## src/rtl/regfile_scoreboard_8x16.sv

```systemverilog
// regfile_scoreboard_8x16
//   8-entry x 16-bit register file with two combinational read ports, one
//   clocked write port and a per-register busy scoreboard. Decode sets a
//   destination's busy bit at issue and writeback clears it. Hazard logic
//   reads busy1/busy2 to decide whether to stall.
//
// Optional feature macro: REGFILE_BYPASS_EN
//   When defined, a same-cycle write is forwarded to a matching read port.
//   The matching busy flag is forwarded too. When undefined, reads and busy
//   flags show registered state only.
//
// Ports:
//   clk          system clock, rising edge
//   rst          asynchronous reset, active-low
//   read1regsel  read port 1 select      -> read1data, busy1
//   read2regsel  read port 2 select      -> read2data, busy2
//   writeregsel  writeback destination
//   writedata    writeback data
//   write        writeback enable (also clears the destination's busy bit)
//   issue_valid  decode issues a writer of issue_reg (sets its busy bit)
//   issue_reg    destination being issued
//   busy_cnt     registered population count of the busy vector
//   err          combinational: issue to a register that already has a writer
module regfile_scoreboard_8x16 #(
   parameter int WIDTH = 16,
   parameter int NREGS = 8,
   parameter int SELW  = 3
) (
   input  logic             clk,
   input  logic             rst,
   input  logic [SELW-1:0]  read1regsel,
   input  logic [SELW-1:0]  read2regsel,
   input  logic [SELW-1:0]  writeregsel,
   input  logic [WIDTH-1:0] writedata,
   input  logic             write,
   input  logic             issue_valid,
   input  logic [SELW-1:0]  issue_reg,
   output logic [WIDTH-1:0] read1data,
   output logic [WIDTH-1:0] read2data,
   output logic             busy1,
   output logic             busy2,
   output logic [SELW:0]    busy_cnt,
   output logic             err
);

   logic [WIDTH-1:0] regs_q [NREGS];
   logic [WIDTH-1:0] regs_d [NREGS];
   logic [NREGS-1:0] busy_q;
   logic [NREGS-1:0] busy_d;
   logic [SELW:0]    busy_cnt_q;
   logic [SELW:0]    busy_cnt_d;

   // The count is recomputed from the vector every cycle, so it can never wrap.
   function automatic logic [SELW:0] popcount(input logic [NREGS-1:0] v);
      logic [SELW:0] cnt;
      cnt = '0;
      for (int i = 0; i < NREGS; i++) begin
         cnt = cnt + {{SELW{1'b0}}, v[i]};
      end
      return cnt;
   endfunction

   // Next-state: storage, scoreboard and count.
   always_comb begin
      regs_d = regs_q;
      busy_d = busy_q;
      if (write) begin
         regs_d[writeregsel] = writedata;
      end
      // An issue in the same cycle as a writeback wins, because the new
      // producer supersedes the one being retired.
      for (int i = 0; i < NREGS; i++) begin
         if (issue_valid && (issue_reg == SELW'(i))) begin
            busy_d[i] = 1'b1;
         end else if (write && (writeregsel == SELW'(i))) begin
            busy_d[i] = 1'b0;
         end
      end
      busy_cnt_d = popcount(busy_d);
   end

   always_ff @(posedge clk or negedge rst) begin
      if (!rst) begin
         for (int i = 0; i < NREGS; i++) begin
            regs_q[i] <= '0;
         end
         busy_q     <= '0;
         busy_cnt_q <= '0;
      end else begin
         regs_q     <= regs_d;
         busy_q     <= busy_d;
         busy_cnt_q <= busy_cnt_d;
      end
   end

   // Read ports. Outputs are forced to 0 while reset is asserted, so a
   // forwarded write cannot leak through during reset.
   always_comb begin
      read1data = '0;
      read2data = '0;
      busy1     = 1'b0;
      busy2     = 1'b0;
      err       = 1'b0;
      if (rst) begin
         read1data = regs_q[read1regsel];
         read2data = regs_q[read2regsel];
         busy1     = busy_q[read1regsel];
         busy2     = busy_q[read2regsel];
`ifdef REGFILE_BYPASS_EN
         // A forwarded port sees the post-edge busy bit. That bit is 0 unless
         // an issue to the same register arrives in this cycle.
         if (write && (writeregsel == read1regsel)) begin
            read1data = writedata;
            busy1     = busy_d[read1regsel];
         end
         if (write && (writeregsel == read2regsel)) begin
            read2data = writedata;
            busy2     = busy_d[read2regsel];
         end
`endif
         err = issue_valid && busy_q[issue_reg] &&
               !(write && (writeregsel == issue_reg));
      end
   end

   assign busy_cnt = busy_cnt_q;

endmodule

```

## config.mk

```make
export PLATFORM = sky130hd
export DESIGN_NAME = regfile_scoreboard_8x16
export DESIGN_NICKNAME = d
export VERILOG_FILES = /design/src/rtl/regfile_scoreboard_8x16.sv
export SDC_FILE = /design/constraint.sdc
export NUM_CORES = 1
export LEC_CHECK = 0
export BUFFER_PORTS_ARGS = -buffer_cell sky130_fd_sc_hd__buf_2
export CORE_MARGIN = 2
export CORE_UTILIZATION = 30
export CTS_BUF_LIST = sky130_fd_sc_hd__clkbuf_16
export CTS_CLUSTER_DIAMETER = 150
export DETAILED_ROUTE_END_ITERATION = 8
export GPL_ROUTABILITY_DRIVEN = 0
export PLACE_DENSITY = 0.44
export SKIP_LAST_GASP = 1
export SYNTH_ARGS = -nofsm -noshare
export SYNTH_HDL_FRONTEND = slang
export SYNTH_SLANG_ARGS = --single-unit
```

## constraint.sdc

```tcl
create_clock -name clk -period 8.1 [get_ports clk]
set_input_delay 0.81 -clock clk [delete_from_list [all_inputs] [get_ports clk]]
set_output_delay 0.81 -clock clk [all_outputs]
set_load 0.01 [all_outputs]
```

==> out/metrics.yaml, run 1 <==
sta:
  slew_headroom_pct: 22.96
  setup_viol: 0
  layout_min_cycle_time_ns: 4.205
  finalHoldViolations: 0
  hold_ws_ns: 0.3337
  tightestPinTransition_ns: 1.156
  finClkSkew_ns: 0.006324
  fmax_ghz: 0.2378
  rsz0062_at_grt: "no"
  post-route-period-util_pct: 51.91
  final_max_slew_viol_count: 0
  setup_tns_ns: 0
finish:
  nets: 711
  n_antenna_cell: 0
  multiInputGateArea_um2: 4134
  final_area_um2: 9097
  post-route-util_pct: 34.91
  area_delta_synth_final_pct: 14.56
  regArea_um2: 3503
  fillers: 2540
  drive_above_1_share_pct: 50.80
die:
  dieArea_um2: 27790
  die_h_um: 166.7
  fp.dieW_um: 166.7
  row_count: 59
  core_um2: 26060
  ioPinCount: 71
  initial_core_util_pct: 30.47
hold_path:
  hp-class: "in2async"
critical_path:
  startpoint: "writeregsel[0]"
  r2r_cells: 11
  path_max_fanout: 17
  timing.rr.end: "busy_cnt[2]"
  reg2reg_slack_ns: 5.02
  r2r-start: "busy_q[0]"
  startpoint_type: "primary input"
  path_class: "in2reg"
  cp.arrival_ns: 4.51
  critical_path_required_ns: 8.40
  cp-end-kind: "flop"
logic_synthesis:
  yosysMostFrequentCell: "mux2_2"
  ys_warn_count: 0
  synth_area_um2: 7941
  synth_ff_type: "dfrtp_1"
  yosys_register_bits: 140
  ys_seq_area_share_pct: 44.12
  synth_top_cell_by_area: "dfrtp_1"
  synth_commonest_cells: "mux2_2, dfrtp_1, nor2_1"
  avgSynthCellArea_um2: 12.77
  synth_enable_flop_cells: 0
  synthDominantCellAreaShare_pct: 44.12
  async_flop_share_pct: 100.0
  synth_nets: 661
  ys_types: 39
  synth_cells: 622
  synthTopCellsByArea: "dfrtp_1, mux2_2, mux4_2"
pwr:
  vdd_drop_max_mv: 0.1245
  finalPower_mw: 2.329
  pwr_density_cell_nw_per_um2: 256.0
  p_leak_nw: 3.790
job:
  drv_cap: 0
drt:
  routedWlPerCell_um: 21.92
  antenna_left: 0
  wl_um: 22360
  via_count: 5425
  route.detailed.vias_per_inst: 5.319
  drc: 0
  drtIter0Drc: 342
  drtPass1Iterations: 4
clocking:
  cts_hold_buf: 0
  cts_setup_buffers: 0
  cts_root_buf: "clkbuf_16"
  cts_resized: 0
  cts_buffer_depth: 2
  cts_num_sinks: 140
  path_clk_slew_ns: 0.06
  clkLatencyLatePin_ns: 0.42
  cts_made_buffers: 17
  h-tree-depth: 4
  cts_tree: "done"
global_route:
  grt_start_max_net_pins: 73
  grt_pass1_vias: 5751
  grt_use_total_pct: 16.43
  antenna_found_initial: 0
  globalRouteOverflowTotal: 0
  grt_pass1_wl_um: 35060
placement:
  dp_hpwl_um: 13350
  dpl-instance-area_um2: 8522
  portBuffers: 70
run_status:
  status: "finished clean"
## report_power, final
group          switching (mW)  leakage (nW)  total, mW  internal [mW]
clock                   0.314         0.276      0.766          0.452
combinational           0.254          1.84      0.583          0.329
sequential              0.118          1.68      0.980          0.862
## flip-flops by register name, indices dropped and copies added (netlist names)
name	flops
regs_q	128
busy_q	8
busy_cnt	4
## metrics by stage
step	setup slack, ns	instances
after floorplan	4.119	622
after global placement	3.474	988
after detailed placement	3.424	988
after CTS	3.878	1020
after global routing	3.637	1020
final	3.895	1020
## logic make-up after synthesis
| kind of cell | after synthesis | synth area share [%] |
|---|---|---|
| buffers and inverters | 60 | 3.892 |
| flip-flops | 140 | 44.12 |
| AND/OR/NAND/NOR | 103 | 7.358 |
| multiplexers | 229 | 35.73 |
| adder cells (fa/ha/maj) | 7 | 1.481 |
| XOR/XNOR | 4 | 0.4411 |
| AO/OA/AOI/OAI | 79 | 6.980 |
## cell usage in the layout, fill, tap and decap left out, types with 4 or more instances in the layout
master,netlist,final
nor3_1,17,17
mux4_2,23,23
o22ai_1,15,15
o21ai_0,20,20
xnor2_1,4,4
a211oi_1,12,12
o221ai_1,17,17
inv_1,13,13
nand2b_1,5,5
mux2_2,206,206
buf_4,9,8
a2111oi_0,4,4
clkinv_2,0,4
clkbuf_16,0,17
fa_1,4,4
nor2b_1,23,23
nand2_1,10,10
dfrtp_1,140,140
nor2_1,36,36
buf_2,22,69
clkinv_4,0,4
## area by class of cell
class                   count  area share, %
multi-input cells         422          45.44
flip-flops and latches    140          38.51
clock buffers              17          4.676
well taps                 335          4.607
repair buffers             78          4.580
clock inverters            15          1.650
inverters                  13         0.5364
## worst max-delay path by stage
stage                       end  slack [ns]  cells past startpoint
floorplan           busy_cnt[2]        4.12                     15
global placement    busy_cnt[1]        3.47                     14
detailed placement  busy_cnt[2]        3.42                     14
CTS                 busy_cnt[2]        3.88                     14
global route        busy_cnt[1]        3.64                     14
finish              busy_cnt[2]        3.90                     14
## worst max-delay path: stages
cell and delay, ns:
buf_2 0.27, nand4b_2 0.70, nand2_1 0.31, o21a_1 0.17, fa_1 0.41, inv_1 0.08
fa_1 0.41, inv_1 0.08, fa_1 0.40, inv_1 0.07, ha_1 0.16, inv_1 0.06
fa_1 0.43, xnor2_1 0.14
## per-layer routing
| layer | share of wire, % | vias to the layer above | wire (µm) | GRT usage (%) |
|---|---|---|---|---|
| met1 | 46 | 2850 | 10200 | 21.66 |
| met4 | 1.6 | 0 | 347 | 4.610 |
| met2 | 50 | 130 | 11080 | 27.67 |
| met5 | 0 | - | 0 | 0 |
| li1 | - | 2423 | - | - |
| met3 | 3.3 | 22 | 732 | 3.137 |
(Power assumes the default switching activity.)
==> run 2, diff against run 1 <==
--- a/config.mk
+++ b/config.mk
@@ -5,6 +5,7 @@
 export SDC_FILE = /design/constraint.sdc
 export NUM_CORES = 1
 export LEC_CHECK = 0
+export ABC_AREA = 1
 export BUFFER_PORTS_ARGS = -buffer_cell sky130_fd_sc_hd__buf_2
 export CORE_MARGIN = 2
 export CORE_UTILIZATION = 30
==> constraint.sdc (replaced) <==
create_clock -name clk -period 4.1 [get_ports clk]
set_input_delay 0.41 -clock clk [delete_from_list [all_inputs] [get_ports clk]]
set_output_delay 0.41 -clock clk [all_outputs]
set_load 0.01 [all_outputs]
==> run 2 against run 1 <==
Core utilization rose by 0.31 points. Clock skew fell by 0.0034 ns. Worst setup slack got worse by 3.0 ns. Cell count rose by 56%. Power rose by 100%. Global-route usage rose by 3.4 points. Register-to-register slack got worse by 4.1 ns. Via count rose by 41%. Critical path depth rose by 3. Largest power group unchanged.
==> out/metrics.yaml, run 2 <==
pwr:
  finalPower_mw: 4.700
  pwr_density_cell_nw_per_um2: 496.5
  p_leak_nw: 4.893
  p_int_mw: 3.199
  power.share.switching_pct: 31.94
  vdd_drop_max_mv: 0.2522
  p_seq_share_pct: 38.3
  p_sw_mw: 1.501
  p_comb_share_pct: 23.5
  pwr-share-clk_pct: 38.2
clocking:
  cts_buffer_depth: 2
  cts_num_sinks: 140
  h-tree-depth: 4
  path_clk_slew_ns: 0.07
  cts_tree: "done"
  cts_root_buf: "clkbuf_16"
  cts_setup_buffers: 0
  clkLatencyLatePin_ns: 0.42
  cts_made_buffers: 17
die:
  fp.dieW_um: 169.3
  die_h_um: 169.3
  row_count: 60
  ioPinCount: 71
  initial_core_util_pct: 30.50
  dieArea_um2: 28660
  core_um2: 26880
finish:
  nets: 1273
  regArea_um2: 3503
  top_register: "regs_q"
  layout_common_cells: "nand2_1, o21ai_0, inv_1, dfrtp_1, nand3_1"
  drive_above_1_share_pct: 9.952
  mostFrequentLayoutCell: "nand2_1"
  area_delta_synth_final_pct: 15.46
  fillers: 2947
  multiInputGateArea_um2: 3791
  largest_reg_flops: 128
logic_synthesis:
  synth_cells: 1202
  synthDominantCellAreaShare_pct: 42.74
  avgSynthCellArea_um2: 6.820
  yosys_register_bits: 140
  synth_enable_flop_cells: 0
  ys_seq_area_share_pct: 42.74
  ys_types: 21
  ys_warn_count: 0
  yosysMostFrequentCell: "nand2_1"
  synth_area_um2: 8198
  synth_nets: 1241
  synthTopCellsByArea: "dfrtp_1, nand2_1, o21ai_0"
  synth_top_cell_by_area: "dfrtp_1"
  synth_ff_type: "dfrtp_1"
  async_flop_share_pct: 100.0
  synth_commonest_cells: "nand2_1, o21ai_0, inv_1"
drt:
  routedWlPerCell_um: 17.33
  drc: 0
  via_count: 7667
  route.detailed.vias_per_inst: 4.828
  wl_um: 27520
  drtPass1Iterations: 6
  antenna_left: 0
  drtIter0Drc: 637
sta:
  setup_viol: 0
  slew_headroom_pct: 25.77
  tightestPinTransition_ns: 1.113
  finalHoldViolations: 0
  final_max_slew_viol_count: 0
  post-route-period-util_pct: 77.94
  layout_min_cycle_time_ns: 3.196
  fmax_ghz: 0.3129
  rsz0062_at_grt: "no"
  setup_tns_ns: 0
  finClkSkew_ns: 0.002876
critical_path:
  startpoint_type: "primary input"
  slowest_delay_ns: 0.51
  cpMostUsedCell: "inv_1"
  path_max_fanout: 4
  path_class: "in2reg"
  crit_buf_inv: 7
  slowest_stage: "fa_1"
  cp.arrival_ns: 3.51
  critical_path_required_ns: 4.41
  crit_family: "adder cells"
  cp-end-kind: "flop"
  cp_cell_sequence: "buf_2, nand2_1, inv_1, nand2_1, nand2_1, o21ai_0, inv_1, fa_1, inv_1, fa_1, inv_1, fa_1, inv_1, ha_1, inv_1, fa_1, xnor2_1"
global_route:
  antenna_found_initial: 0
  grt_start_max_net_pins: 103
  grt_use_total_pct: 19.78
  grt_pass1_vias: 7347
  globalRouteOverflowTotal: 0
  grt_pass1_wl_um: 43270
placement:
  portBuffers: 70
  dp_hpwl_um: 17500
hold_path:
  hp-class: "in2reg"
run_status:
  status: "finished clean"
job:
  drv_cap: 0
## run 2: area by class of cell
class / count / share of cell area, %
sequential: 140 / 37.01
clock buffer: 17 / 4.494
multi-input combinational: 837 / 40.05
inverter: 147 / 5.829
tap: 341 / 4.508
clock inverter: 14 / 2.564
antenna: 1 / 0.02644
timing repair buffer: 91 / 5.512
## run 2: metal layers
metal / global-route usage (%) / routed length [µm] / vias up / share of wire, %
li1: - / - / 3874 / -
met1: 27.87 / 13670 / 3602 / 50
met2: 31.71 / 12320 / 160 / 45
met3: 3.008 / 1000 / 31 / 3.6
met4: 5.351 / 520 / 0 / 1.9
met5: 0 / 0 / - / 0
## run 2: worst paths after layout
check,start,to,slack (ns),depth (start not counted)
min reg2reg,regs_q[26],regs_q[26],0.48,2
max reg2reg,busy_q[0],busy_cnt[2],0.93,13
max,writeregsel[0],busy_cnt[2],0.90,17
max in group asynchronous,rst,regs_q[122],2.50,3
min,writedata[8],regs_q[8],0.21,3
min in group asynchronous,rst,busy_cnt[3],0.51,2
## run 2: logic make-up after synthesis
group | synth area share, %
XOR/XNOR | 0.1069
flip-flops | 42.74
AO/OA/AOI/OAI | 15.78
adder cells (fa/ha/maj) | 1.435
AND/OR/NAND/NOR | 28.92
buffers and inverters | 11.02
## run 2: repair_timing
item / CTS / global route
gates resized for setup: 0 / 0
hold endpoints to repair: 35 / 0
hold buffers: 1 / 0
endpoints found under the setup margin: 0 / 0
## run 2: power by group through the flow
stage                     Sequential [mW]  Combinational (mW)  Clock (mW)
after floorplan                      1.80               0.779           0
after global placement               1.82                1.11           0
after detailed placement             1.82                1.12           0
after CTS                            1.80                1.12        1.82
after global routing                 1.84                1.30        1.88
final                                1.80                1.10        1.80
## run 2: worst register-to-register path, delay by kind of cell, from the launching register on
kind                     cells  cell delay [ns]
flip-flops                   1             0.38
AO/OA/AOI/OAI                1             0.11
adder cells (fa/ha/maj)      5             2.04
buffers and inverters        5             0.33
AND/OR/NAND/NOR              1             0.07
XOR/XNOR                     1             0.13
## run 2: through the flow
stage                     hold WS (ns)  cell area (µm²)  worst slack, ns  std cells  utilization, %
final                           0.2136             9465           0.9043       1588           35.22
after global routing            0.2208             9463           0.6745       1587           35.21
after CTS                       0.2036             9463           0.8939       1587           35.21
after detailed placement        0.4278             8785           0.4527       1555           32.69
after global placement          0.4262             8785           0.4602       1555           32.69
after floorplan                 0.1144             8198           0.7251       1202               -
